### config.mk
export PLATFORM = sky130hd
export DESIGN_NAME = seq_alu_flat
export DESIGN_NICKNAME = d
export VERILOG_FILES = /design/src/rtl/alu_pkg.sv /design/src/rtl/seq_alu_if.sv /design/src/rtl/divu_iter.sv /design/src/rtl/seq_alu.sv /design/src/flat_wrapper.sv
export SDC_FILE = /design/constraint.sdc
export NUM_CORES = 1
export LEC_CHECK = 0
export ABC_CLOCK_PERIOD_IN_PS = 5750
export BUFFER_PORTS_ARGS = -buffer_cell sky130_fd_sc_hd__clkbuf_2
export CAP_MARGIN = 15
export CORE_UTILIZATION = 40
export DETAILED_ROUTE_END_ITERATION = 16
export PLACE_DENSITY = 0.6
export SYNTH_ARGS = -nofsm -noshare
export SYNTH_HDL_FRONTEND = slang
export SYNTH_SLANG_ARGS = --single-unit
### constraint.sdc
create_clock -name clk -period 5.75 [get_ports clk]
set_input_delay 0.2875 -clock clk [delete_from_list [all_inputs] [get_ports clk]]
set_output_delay 0.2875 -clock clk [all_outputs]
set_load 0.02 [all_outputs]
### src/rtl/alu_pkg.sv
// Shared ALU definitions: opcode encoding (also used by the pipeline control
// decoder) and the sequential-ALU FSM state encoding.
package alu_pkg;

  typedef enum logic [3:0] {
    OP_AND  = 4'b0000,
    OP_OR   = 4'b0001,
    OP_ADD  = 4'b0010,
    OP_SLL  = 4'b0011,
    OP_DIVU = 4'b0100,
    OP_BNE  = 4'b0101,
    OP_SUB  = 4'b0110,
    OP_SLT  = 4'b0111
  } alu_op_e;

  typedef enum logic [1:0] {
    ST_IDLE = 2'd0,
    ST_DIV  = 2'd1,
    ST_DONE = 2'd2
  } alu_state_e;

  // Ops that run the adder as A + ~B + 1
  function automatic logic is_sub_op(input logic [3:0] op);
    return (op == OP_SUB) || (op == OP_BNE) || (op == OP_SLT);
  endfunction

endpackage

### src/rtl/seq_alu_if.sv
// Request/response bundle of the sequential ALU.
interface seq_alu_if #(parameter int WIDTH = 32);
  logic             in_valid;
  logic             in_ready;
  logic [3:0]       in_op;
  logic [WIDTH-1:0] in_a;
  logic [WIDTH-1:0] in_b;
  logic             out_valid;
  logic             out_ready;
  logic [WIDTH-1:0] out_result;
  logic [WIDTH-1:0] out_rem;
  logic             out_zero;
  logic             out_carry;
  logic             out_ovf;
  logic             out_dbz;

  modport master (
    output in_valid, in_op, in_a, in_b, out_ready,
    input  in_ready, out_valid, out_result, out_rem,
           out_zero, out_carry, out_ovf, out_dbz
  );

  modport slave (
    input  in_valid, in_op, in_a, in_b, out_ready,
    output in_ready, out_valid, out_result, out_rem,
           out_zero, out_carry, out_ovf, out_dbz
  );
endinterface

### src/rtl/divu_iter.sv
// Restoring unsigned divider, one quotient bit per enabled cycle, MSB first.
// The step outputs are the values the registers take on the current step, so
// the caller can capture the final quotient/remainder on the last step edge.
module divu_iter #(
  parameter int WIDTH = 32
) (
  input  logic             clk,
  input  logic             rst_n,
  input  logic             start_i,
  input  logic             en_i,
  input  logic [WIDTH-1:0] dividend_i,
  input  logic [WIDTH-1:0] divisor_i,
  output logic [WIDTH-1:0] q_step_o,
  output logic [WIDTH-1:0] r_step_o,
  output logic             last_o
);

  localparam logic [WIDTH-1:0] STEPS = WIDTH'(WIDTH);
  localparam logic [WIDTH-1:0] LAST  = WIDTH'(WIDTH - 1);

  logic [WIDTH-1:0] q_q, r_q, d_q, cnt_q;
  logic [WIDTH:0]   r_sh, diff;
  logic             ge;

  // Shift next dividend bit into the partial remainder, trial-subtract
  assign r_sh     = {r_q, q_q[WIDTH-1]};
  assign diff     = r_sh - {1'b0, d_q};
  assign ge       = ~diff[WIDTH];
  assign r_step_o = ge ? diff[WIDTH-1:0] : r_sh[WIDTH-1:0];
  assign q_step_o = {q_q[WIDTH-2:0], ge};
  assign last_o   = (cnt_q == LAST);

  // Working registers: load on start, one step per enable until WIDTH steps
  always_ff @(posedge clk or negedge rst_n) begin
    if (!rst_n) begin
      q_q   <= '0;
      r_q   <= '0;
      d_q   <= '0;
      cnt_q <= '0;
    end else if (start_i) begin
      q_q   <= dividend_i;
      r_q   <= '0;
      d_q   <= divisor_i;
      cnt_q <= '0;
    end else if (en_i && cnt_q != STEPS) begin
      q_q   <= q_step_o;
      r_q   <= r_step_o;
      cnt_q <= cnt_q + WIDTH'(1);
    end
  end

endmodule

### src/rtl/seq_alu.sv
// Sequential ALU: single-cycle logic/arith ops, multi-cycle unsigned divide.
// Results are held in DONE until the consumer takes them.
module seq_alu
  import alu_pkg::*;
#(
  parameter int WIDTH = 32,
  parameter int SHW   = $clog2(WIDTH)
) (
  input  logic     clk,
  input  logic     rst_n,
  seq_alu_if.slave bus
);

  alu_state_e       state_q, state_d;
  logic [WIDTH-1:0] res_q, rem_q;
  logic             zero_q, carry_q, ovf_q, dbz_q;

  logic             sub_op, add_ovf, known_op;
  logic [WIDTH-1:0] b_eff;
  logic [WIDTH:0]   sum;
  logic [WIDTH-1:0] res_c, rem_c;
  logic             carry_c, ovf_c, dbz_c, zero_c;
  logic             div_start, div_en, div_last, load_alu, load_div;
  logic [WIDTH-1:0] q_step, r_step;

  // Shared WIDTH+1 adder; subtract-class ops invert B and inject carry
  assign sub_op   = is_sub_op(bus.in_op);
  assign b_eff    = sub_op ? ~bus.in_b : bus.in_b;
  assign sum      = {1'b0, bus.in_a} + {1'b0, b_eff} + {{WIDTH{1'b0}}, sub_op};
  assign add_ovf  = (bus.in_a[WIDTH-1] == b_eff[WIDTH-1]) &&
                    (sum[WIDTH-1] != bus.in_a[WIDTH-1]);
  assign known_op = ~bus.in_op[3];

  // Single-cycle result for the op being accepted (DIVU only for b == 0)
  always_comb begin
    res_c   = '0;
    rem_c   = '0;
    carry_c = 1'b0;
    ovf_c   = 1'b0;
    dbz_c   = 1'b0;
    case (bus.in_op)
      OP_AND:  res_c = bus.in_a & bus.in_b;
      OP_OR:   res_c = bus.in_a | bus.in_b;
      OP_ADD,
      OP_SUB:  begin
        res_c   = sum[WIDTH-1:0];
        carry_c = sum[WIDTH];
        ovf_c   = add_ovf;
      end
      OP_BNE:  begin
        res_c   = sum[WIDTH-1:0];
        carry_c = sum[WIDTH];
      end
      OP_SLT:  begin
        res_c   = {{(WIDTH-1){1'b0}}, sum[WIDTH-1] ^ add_ovf};
        carry_c = sum[WIDTH];
      end
      OP_SLL:  res_c = bus.in_a << bus.in_b[SHW-1:0];
      OP_DIVU: begin
        res_c = '1;
        rem_c = bus.in_a;
        dbz_c = 1'b1;
      end
      default: ;
    endcase
    zero_c = known_op && (res_c == '0);
  end

  divu_iter #(.WIDTH(WIDTH)) u_div (
    .clk        (clk),
    .rst_n      (rst_n),
    .start_i    (div_start),
    .en_i       (div_en),
    .dividend_i (bus.in_a),
    .divisor_i  (bus.in_b),
    .q_step_o   (q_step),
    .r_step_o   (r_step),
    .last_o     (div_last)
  );

  // FSM next state and datapath controls
  always_comb begin
    state_d   = state_q;
    div_start = 1'b0;
    div_en    = 1'b0;
    load_alu  = 1'b0;
    load_div  = 1'b0;
    case (state_q)
      ST_IDLE: if (bus.in_valid) begin
        if (bus.in_op == OP_DIVU && bus.in_b != '0) begin
          state_d   = ST_DIV;
          div_start = 1'b1;
        end else begin
          state_d  = ST_DONE;
          load_alu = 1'b1;
        end
      end
      ST_DIV: begin
        div_en = 1'b1;
        if (div_last) begin
          state_d  = ST_DONE;
          load_div = 1'b1;
        end
      end
      ST_DONE: if (bus.out_ready) state_d = ST_IDLE;
      default: state_d = ST_IDLE;
    endcase
  end

  // State register
  always_ff @(posedge clk or negedge rst_n) begin
    if (!rst_n) state_q <= ST_IDLE;
    else        state_q <= state_d;
  end

  // Result/flag registers, held through DONE
  always_ff @(posedge clk or negedge rst_n) begin
    if (!rst_n) begin
      res_q   <= '0;
      rem_q   <= '0;
      zero_q  <= 1'b0;
      carry_q <= 1'b0;
      ovf_q   <= 1'b0;
      dbz_q   <= 1'b0;
    end else if (load_alu) begin
      res_q   <= res_c;
      rem_q   <= rem_c;
      zero_q  <= zero_c;
      carry_q <= carry_c;
      ovf_q   <= ovf_c;
      dbz_q   <= dbz_c;
    end else if (load_div) begin
      res_q   <= q_step;
      rem_q   <= r_step;
      zero_q  <= (q_step == '0);
      carry_q <= 1'b0;
      ovf_q   <= 1'b0;
      dbz_q   <= 1'b0;
    end
  end

  assign bus.in_ready   = (state_q == ST_IDLE);
  assign bus.out_valid  = (state_q == ST_DONE);
  assign bus.out_result = res_q;
  assign bus.out_rem    = rem_q;
  assign bus.out_zero   = zero_q;
  assign bus.out_carry  = carry_q;
  assign bus.out_ovf    = ovf_q;
  assign bus.out_dbz    = dbz_q;

endmodule

### src/flat_wrapper.sv
// flat-port wrapper written by rule: the top's interface ports become plain ports
module seq_alu_flat import alu_pkg::*;
#(
  parameter int WIDTH = 32,
  parameter int SHW   = $clog2(WIDTH)
)
  (clk, rst_n, bus_in_valid, bus_in_op, bus_in_a, bus_in_b, bus_out_ready, bus_in_ready, bus_out_valid, bus_out_result, bus_out_rem, bus_out_zero, bus_out_carry, bus_out_ovf, bus_out_dbz);
  seq_alu_if #(.WIDTH(WIDTH)) bus_i ();
  input  logic clk;
  input  logic rst_n;
  input wire logic [$bits(bus_i.in_valid)-1:0] bus_in_valid;
  input wire logic [$bits(bus_i.in_op)-1:0] bus_in_op;
  input wire logic [$bits(bus_i.in_a)-1:0] bus_in_a;
  input wire logic [$bits(bus_i.in_b)-1:0] bus_in_b;
  input wire logic [$bits(bus_i.out_ready)-1:0] bus_out_ready;
  output wire logic [$bits(bus_i.in_ready)-1:0] bus_in_ready;
  output wire logic [$bits(bus_i.out_valid)-1:0] bus_out_valid;
  output wire logic [$bits(bus_i.out_result)-1:0] bus_out_result;
  output wire logic [$bits(bus_i.out_rem)-1:0] bus_out_rem;
  output wire logic [$bits(bus_i.out_zero)-1:0] bus_out_zero;
  output wire logic [$bits(bus_i.out_carry)-1:0] bus_out_carry;
  output wire logic [$bits(bus_i.out_ovf)-1:0] bus_out_ovf;
  output wire logic [$bits(bus_i.out_dbz)-1:0] bus_out_dbz;
  assign bus_i.in_valid = bus_in_valid;
  assign bus_i.in_op = bus_in_op;
  assign bus_i.in_a = bus_in_a;
  assign bus_i.in_b = bus_in_b;
  assign bus_i.out_ready = bus_out_ready;
  assign bus_in_ready = bus_i.in_ready;
  assign bus_out_valid = bus_i.out_valid;
  assign bus_out_result = bus_i.out_result;
  assign bus_out_rem = bus_i.out_rem;
  assign bus_out_zero = bus_i.out_zero;
  assign bus_out_carry = bus_i.out_carry;
  assign bus_out_ovf = bus_i.out_ovf;
  assign bus_out_dbz = bus_i.out_dbz;
  seq_alu #(.WIDTH(WIDTH), .SHW(SHW)) u_core (.clk(clk), .rst_n(rst_n), .bus(bus_i));
endmodule
==> results of run 1 <==
## where the power goes
part	internal (W)	switching [W]	total (W)	leakage [nW]
combinational	0.00142	0.00226	0.00368	5.10
clock	0.000685	0.000640	0.00132	0.314
sequential	0.00183	0.000397	0.00223	2.50
total	0.00394	0.00330	0.00723	7.91
## through the flow
stage          instances  utilization (%)  total power, W  hold slack [ns]
2_1_floorplan       1854                -        0.004831        -0.008091
5_1_grt             2445            45.34        0.007751          0.08255
4_1_cts             2445            45.34        0.007217          0.04182
6_report            2445            45.34        0.007234          0.06146
3_5_place_dp        2412            43.61        0.005870           0.4210
3_3_place_gp        2412            43.61        0.005818           0.4120
## path summary, 6_finish.rpt
| check | cells past startpoint | from | slack, ns | endpoint |
|---|---|---|---|---|
| max in group asynchronous | 3 | rst_n | 3.99 | u_core.bus.out_result[21]$_DFFE_PN0P_ |
| min reg2reg | 1 | u_core.bus.out_dbz$_DFFE_PN0P_ | 0.51 | u_core.bus.out_dbz$_DFFE_PN0P_ |
| min | 3 | bus_out_ready | 0.06 | u_core.state_q[1]$_DFFE_PN0P_ |
| max | 15 | bus_in_op[0] | 1.40 | u_core.bus.out_zero$_DFFE_PN0P_ |
| max reg2reg | 14 | u_core.u_div.q_q[31]$_DFFE_PN0P_ | 1.76 | u_core.bus.out_rem[14]$_DFFE_PN0P_ |
| min in group asynchronous | 2 | rst_n | 0.47 | u_core.bus.out_rem[19]$_DFFE_PN0P_ |
## flip-flops by register name, summed over array words and instances (netlist names)
signal / flops
u_core.bus.out_ovf: 1
u_core.bus.out_result: 32
u_core.bus.out_zero: 1
u_core.u_div.cnt_q: 32
u_core.bus.out_rem: 32
u_core.u_div.q_q: 32
u_core.u_div.d_q: 32
u_core.u_div.r_q: 32
u_core.state_q: 2
u_core.bus.out_carry: 1
u_core.bus.out_dbz: 1
## critical path, cell delays in order
cell,delay [ns]
clkbuf_2,0.41
nor2_1,0.23
nor2_4,0.49
buf_4,0.39
xor2_1,0.12
ha_1,0.45
nand4_1,0.20
a211oi_1,0.23
o311ai_1,0.21
a311oi_2,0.39
xor2_1,0.13
a211oi_1,0.52
nand4_1,0.20
nor4_2,0.28
a41o_1,0.20
## per-layer routing
layer	global-route usage, %	up-vias	part of all wire [%]
met5	0	-	0
met2	45.58	767	42
li1	-	6867	-
met4	15.79	0	5.3
met3	6.404	139	9.5
met1	44.38	7345	43
## layout make-up
cell class	instances	area, um^2	area share, %
clock buffer	18	439.2	2.571
timing repair buffer	165	897.1	5.253
inverter	54	205.2	1.201
multi-input combinational	1485	9738	57.02
sequential	198	4955	29.01
clock inverter	14	205.2	1.201
tap	511	639.4	3.744
## cell usage in the layout (no fill, tap or decap), drive strengths merged, types with 16 or more instances in the layout
cell type	n
nand2	327
dfrtp	198
o21ai	184
clkbuf	159
nor2	129
a21oi	85
xor2	71
ha	69
mux2i	61
inv	61
a21o	46
a22oi	38
nand3	36
a31oi	36
xnor2	34
nor4	30
o21a	27
nor3	26
nand2b	24
buf	23
a32oi	21
a221oi	21
a211oi	21
nand4	20
and3	19
mux4	16
nor2b	16
## repair_timing
action                                 in CTS  in global routing
endpoints found under the hold margin      88                  0
buffers inserted                            0                  0
hold buffers                                1                  0
## kinds of logic after synthesis
| family | after synthesis | synth area share [%] |
|---|---|---|
| buf+inv | 171 | 4.863 |
| flops | 198 | 32.31 |
| compound gates | 567 | 24.55 |
| xor+xnor | 105 | 5.997 |
| fa+ha+maj | 71 | 5.891 |
| mux | 86 | 6.993 |
| simple gates | 656 | 19.39 |
==> flow_metrics.py, run 1 <==
metrics = {
    "job": {
        "max_cap_viol_count": 0,
    },
    "floorplanning": {
        "start_util_pct": 40.71,
        "coreArea_um2": 37670,
        "dieArea_um2": 39120,
        "rows": 71,
        "die_w_um": 197.8,
        "fp.dieH_um": 197.8,
        "ios": 142,
    },
    "global_routing": {
        "grt_pass1_wl_um": 91100,
        "grt_max_degree": 91,
        "grt_antenna_before_repair": 1,
        "grt.total_usage_pct": 31.53,
        "first_global_vias": 14050,
        "grt_overflow": 0,
    },
    "route": {
        "wl_per_cell_um": 24.90,
        "route.detailed.drc": 0,
        "first_pass_iters": 6,
        "drtAntennaViolNets": 0,
        "drt_iter0_drc": 1716,
        "num_vias": 15120,
        "routed_wl_um": 60890,
        "vias_per_cell": 6.183,
    },
    "clock_tree": {
        "cts_buffer_depth": 2,
        "root_buffer": "clkbuf_16",
        "cts_tree": "built",
        "cts_resized": 0,
        "cts_num_sinks": 198,
        "numCtsBuffers": 17,
        "clkLatencyLatePin_ns": 0.46,
        "clk_pin_slew_ns": 0.08,
        "cts.htree.levels": 4,
    },
    "timing": {
        "finalSetupViolCount": 0,
        "min_period_over_period_pct": 75.68,
        "hold_viol": 0,
        "finalCriticalPeriod_ns": 4.351,
        "worstMarginPinSlew_ns": 1.050,
        "worst_slack_ns": 1.399,
        "drv_slew": 0,
        "fmax_ghz": 0.2298,
        "rsz0062_at_grt": "false",
        "finalSetupTns_ns": 0,
        "fin_skew_ns": 0.01698,
        "slew_headroom_pct": 29.49,
    },
    "final_layout": {
        "area_growth_pct": 11.37,
        "n_fill_cell": 3807,
        "num_antenna_cells": 0,
        "post-route-cell-area_um2": 17080,
        "drive_above_1_share_pct": 13.50,
        "fin_nets": 2064,
    },
    "synth": {
        "ys.flop_type": "dfrtp_1",
        "async_flop_share_pct": 100.0,
        "synthMostInstantiatedCell": "nand2_1",
        "synthTopCellsByArea": "dfrtp_1 32%, nand2_1 8.0%, ha_1 5.6%, o21ai_0 5.2%, xor2_1 4.1%",
        "yosys.area.top_type_share_pct": 32.31,
        "synth_area_um2": 15330,
        "syn_avg_cell_area_um2": 8.271,
        "synth_top_cells_by_count": "327 x nand2_1, 198 x dfrtp_1, 160 x o21ai_0",
        "syn_nets": 1997,
        "synth_cell_types": 88,
        "synth_cells": 1854,
        "ys_warn_count": 0,
        "synth_area_leader_cell": "dfrtp_1",
        "synth-seq-area-share_pct": 32.31,
        "synth_edf_count": 0,
        "ys_seq_elements": 198,
    },
    "place": {
        "gp_congestion": 1.032,
        "pre_cts_ws_ns": 0.9302,
        "io_buffers": 141,
        "placed_area_um2": 16420,
        "dp_hpwl_um": 44690,
    },
    "critical_path": {
        "start_kind": "input pin",
        "cp-end-kind": "flop",
        "criticalPathCategory": "in -> reg",
        "arrival_ns": 4.76,
        "required_ns": 6.16,
        "path_max_fanout": 29,
    },
    "status": {
        "outcome": "completed",
    },
    "power_and_ir_drop": {
        "leakagePower_nw": 7.912,
        "ir_drop_uv": 273.4,
        "power_density_nw_per_um2": 423.6,
    },
    "min_path": {
        "hold_path.class": "in -> reg",
    },
}
Power figures use the tool's default switching activity.
==> run 2: changes to the inputs <==
--- a/config.mk
+++ b/config.mk
@@ -5,7 +5,8 @@
 export SDC_FILE = /design/constraint.sdc
 export NUM_CORES = 1
 export LEC_CHECK = 0
-export ABC_CLOCK_PERIOD_IN_PS = 5750
+export ABC_AREA = 1
+export ABC_CLOCK_PERIOD_IN_PS = 4500
 export BUFFER_PORTS_ARGS = -buffer_cell sky130_fd_sc_hd__clkbuf_2
 export CAP_MARGIN = 15
 export CORE_UTILIZATION = 40
==> constraint.sdc (replaced) <==
create_clock -name clk -period 4.5 [get_ports clk]
set_input_delay 0.225 -clock clk [delete_from_list [all_inputs] [get_ports clk]]
set_output_delay 0.225 -clock clk [all_outputs]
set_load 0.02 [all_outputs]
==> run 2 against run 1 <==
Compared with the run above: the flow now finishes with violations (DRC); clock skew increased by 0.0097 ns; flip-flop and latch count is the same; die area rose by 9.5%; synthesized cell count increased by 36%; non-clock buffer count stayed put; wire length rose by 20%; area after synthesis increased by 9.6%; sequential share of layout area decreased by 2.2 points; sequential power is 26% higher; global-route usage is 3.2 points higher; worst setup slack worse by 0.57 ns; register-to-register slack got worse by 0.76 ns; largest power group unchanged.
==> flow_metrics.py, run 2 <==
metrics = {
    "status": {
        "outcome": "complete, but fails checks",
        "violations": "DRC",
    },
    "critical_path": {
        "cp-end-kind": "flop",
        "reg2reg_from": "u_core.u_div.cnt_q[23]$_DFFE_PN0P_",
        "cp-endpoint": "u_core.bus.out_zero$_DFFE_PN0P_",
        "criticalPathCategory": "in -> reg",
        "slowest_stage": "a21oi_1",
        "crit_cells": 22,
        "r2r_setup_slack_ns": 1.00,
        "arrival_ns": 4.10,
        "crit_family": "simple AND/OR/NAND/NOR gates",
        "required_ns": 4.93,
        "reg2reg_to": "u_core.bus.out_result[14]$_DFFE_PN0P_",
        "start_kind": "input pin",
        "worstPathCellList": "clkbuf_2, inv_1, nand2_1, nand2_4, o21ai_0, inv_1, fa_1, inv_1, nand3_1, nand2_1, nand2_1, nand2_1, nand3_1, nand3_1, a21oi_1, a21oi_1, inv_1, nor2_1, nand3_1, nor2_1, nand4_1, a21oi_1",
        "cp-startpoint": "bus_in_op[1]",
        "path_max_fanout": 26,
        "r2r_cells": 10,
        "slowest_delay_ns": 0.49,
        "cp_num_buf_inv": 5,
    },
    "timing": {
        "slew_headroom_pct": 34.21,
        "hold_viol": 0,
        "worstMarginPinSlew_ns": 0.9778,
        "fin_skew_ns": 0.02669,
        "fin_hold_ws_ns": 0.05474,
        "drv_slew": 0,
        "fmax_ghz": 0.2723,
        "min_period_over_period_pct": 81.61,
        "finalSetupTns_ns": 0,
        "finalCriticalPeriod_ns": 3.672,
        "finalSetupViolCount": 0,
        "rsz0062_at_grt": "false",
    },
    "power_and_ir_drop": {
        "seqPwrFrac_pct": 26.8,
        "p_comb_share_pct": 58.0,
        "sw_frac_of_total_pct": 50.32,
        "ir_drop_uv": 295.3,
        "clkPwrFrac_pct": 15.2,
        "p_sw_w": 0.005292,
        "internal_power_w": 0.005224,
        "leakagePower_nw": 8.860,
        "power_density_nw_per_um2": 569.9,
    },
    "global_routing": {
        "grt.met3_usage_pct": 4.270,
        "grt_max_degree": 108,
        "grt_antenna_before_repair": 2,
        "grt.total_usage_pct": 34.72,
        "grt_pass1_wl_um": 108200,
        "top_usage_layer": "met2",
        "first_global_vias": 17130,
        "gr-usage-met2_pct": 53.68,
        "global_route.usage.met1_pct": 47.60,
        "grt_overflow": 0,
    },
    "final_layout": {
        "num_antenna_cells": 0,
        "final_cell_mix": "566 x nand2_1, 310 x inv_1, 266 x nand3_1",
        "area_growth_pct": 9.821,
        "drive_above_1_share_pct": 10.77,
        "fin_nets": 2748,
        "fin_cells": 3150,
        "final_common_cell": "nand2_1",
    },
    "synth": {
        "synthTopCellsByArea": "dfrtp_1 29%, nand2_1 13%, nand3_1 7.9%, inv_1 6.9%, o21ai_0 5.2%",
        "yosys.area.top_type_share_pct": 29.49,
        "ys_seq_elements": 198,
        "synth_cells": 2524,
        "synth_edf_count": 0,
        "synth_cell_types": 60,
        "synthMostInstantiatedCell": "nand2_1",
        "synth_area_um2": 16800,
        "async_flop_share_pct": 100.0,
        "synth-seq-area-share_pct": 29.49,
        "synth_area_leader_cell": "dfrtp_1",
        "syn_avg_cell_area_um2": 6.658,
        "ys_warn_count": 0,
        "syn_nets": 2667,
        "synth_top_cells_by_count": "570 x nand2_1, 310 x inv_1, 266 x nand3_1",
        "ys.flop_type": "dfrtp_1",
    },
    "clock_tree": {
        "cts.htree.levels": 4,
        "cts_num_sinks": 198,
        "root_buffer": "clkbuf_16",
        "cts_resized": 0,
        "cts_setup_buffers": 0,
        "clk_pin_slew_ns": 0.09,
        "numCtsBuffers": 17,
        "hold_buffers": 2,
        "cts_tree": "built",
        "cts_buffer_depth": 2,
        "clkLatencyLatePin_ns": 0.50,
    },
    "place": {
        "dp_hpwl_um": 58210,
        "io_buffers": 141,
        "gp_congestion": 1.030,
        "dp.cells": 3116,
    },
    "floorplanning": {
        "coreArea_um2": 41110,
        "dieArea_um2": 42830,
        "die_w_um": 207.0,
        "ios": 142,
        "rows": 74,
        "fp.dieH_um": 207.0,
        "start_util_pct": 40.88,
    },
    "route": {
        "routed_wl_um": 73240,
        "num_vias": 18110,
        "first_pass_iters": 14,
        "drt_iter0_drc": 1808,
        "route.detailed.drc": 1,
        "wl_per_cell_um": 23.25,
        "drtAntennaViolNets": 0,
        "vias_per_cell": 5.750,
    },
    "min_path": {
        "hold_path.class": "in -> reg",
    },
    "job": {
        "max_cap_viol_count": 0,
    },
}
## run 2: cell types whose count changed in the layout (fill, tap and decap cells not counted), moves of 42 or more
cell / delta
a21oi_1: +43
inv_1: +257
mux2i_1: -60
nand2_1: +239
nand3_1: +231
nor2_1: +92
o221ai_1: +42
## run 2: how the worst min path moves through the flow
stage	to	start	depth (start not counted)
after detailed placement	u_core.u_div.r_q[9]$_DFFE_PN0P_	rst_n	1
after global routing	u_core.state_q[0]$_DFFE_PN0P_	bus_in_valid	3
final	u_core.state_q[0]$_DFFE_PN0P_	bus_in_valid	3
after floorplan	u_core.bus.out_carry$_DFFE_PN0P_	rst_n	0
after CTS	u_core.state_q[0]$_DFFE_PN0P_	bus_in_valid	3
after global placement	u_core.bus.out_rem[10]$_DFFE_PN0P_	rst_n	1
## run 2: final cells by class
class | count | area (um^2)
inverters | 326 | 1231
repair buffers | 165 | 937.1
fillers | 4433 | 22660
well taps | 532 | 665.6
clock buffers | 20 | 456.7
flip-flops and latches | 198 | 4955
multi-input cells | 1897 | 10070
clock inverters | 12 | 135.1
## run 2: power groups by stage
| stage | logic [W] | registers [W] | clock network (W) |
|---|---|---|---|
| CTS | 0.00607 | 0.00281 | 0.00163 |
| global placement | 0.00602 | 0.00282 | 0 |
| global route | 0.00680 | 0.00289 | 0.00169 |
| finish | 0.00610 | 0.00281 | 0.00160 |
| detailed placement | 0.00603 | 0.00283 | 0 |
| floorplan | 0.00417 | 0.00300 | 0 |
## run 2: cells by family after synthesis
| kind of cell | Yosys count | share of synthesized area [%] |
|---|---|---|
| adders and majority gates | 71 | 5.376 |
| xor gates and xnor gates | 65 | 3.388 |
| AOI/OAI and AO/OA | 504 | 17.98 |
| and+or+nand+nor | 1256 | 33.08 |
| DFF | 198 | 29.49 |
| buffers and inverters | 429 | 10.63 |
| muxes | 1 | 0.05957 |
## run 2: worst register-to-register path, stage by stage (launching register included)
cell and delay (ns):
dfrtp_1 0.46, inv_2 0.11, nand4_1 0.10, nor4_1 0.56, and3_1 0.31, nand2_2 0.43, nand2_2 0.17, buf_4 0.39
inv_2 0.39, nand2_1 0.22, o221ai_1 0.17
## run 2: per-stage QoR
stage	area (um^2)	utilization, %	worst slack, ns	power (W)
final	18450	44.89	0.8277	0.01052
after global routing	18450	44.89	0.4309	0.01139
after detailed placement	17840	43.40	0.3611	0.008867
after CTS	18450	44.89	0.8756	0.01051
after global placement	17840	43.40	0.3074	0.008840
after floorplan	16800	-	1.812	0.007169
## run 2: metal layers
metal,vias up,part of all wire (%)
li1,8655,-
met1,8633,44
met2,708,44
met3,116,6.3
met4,2,5.1
met5,-,0.012
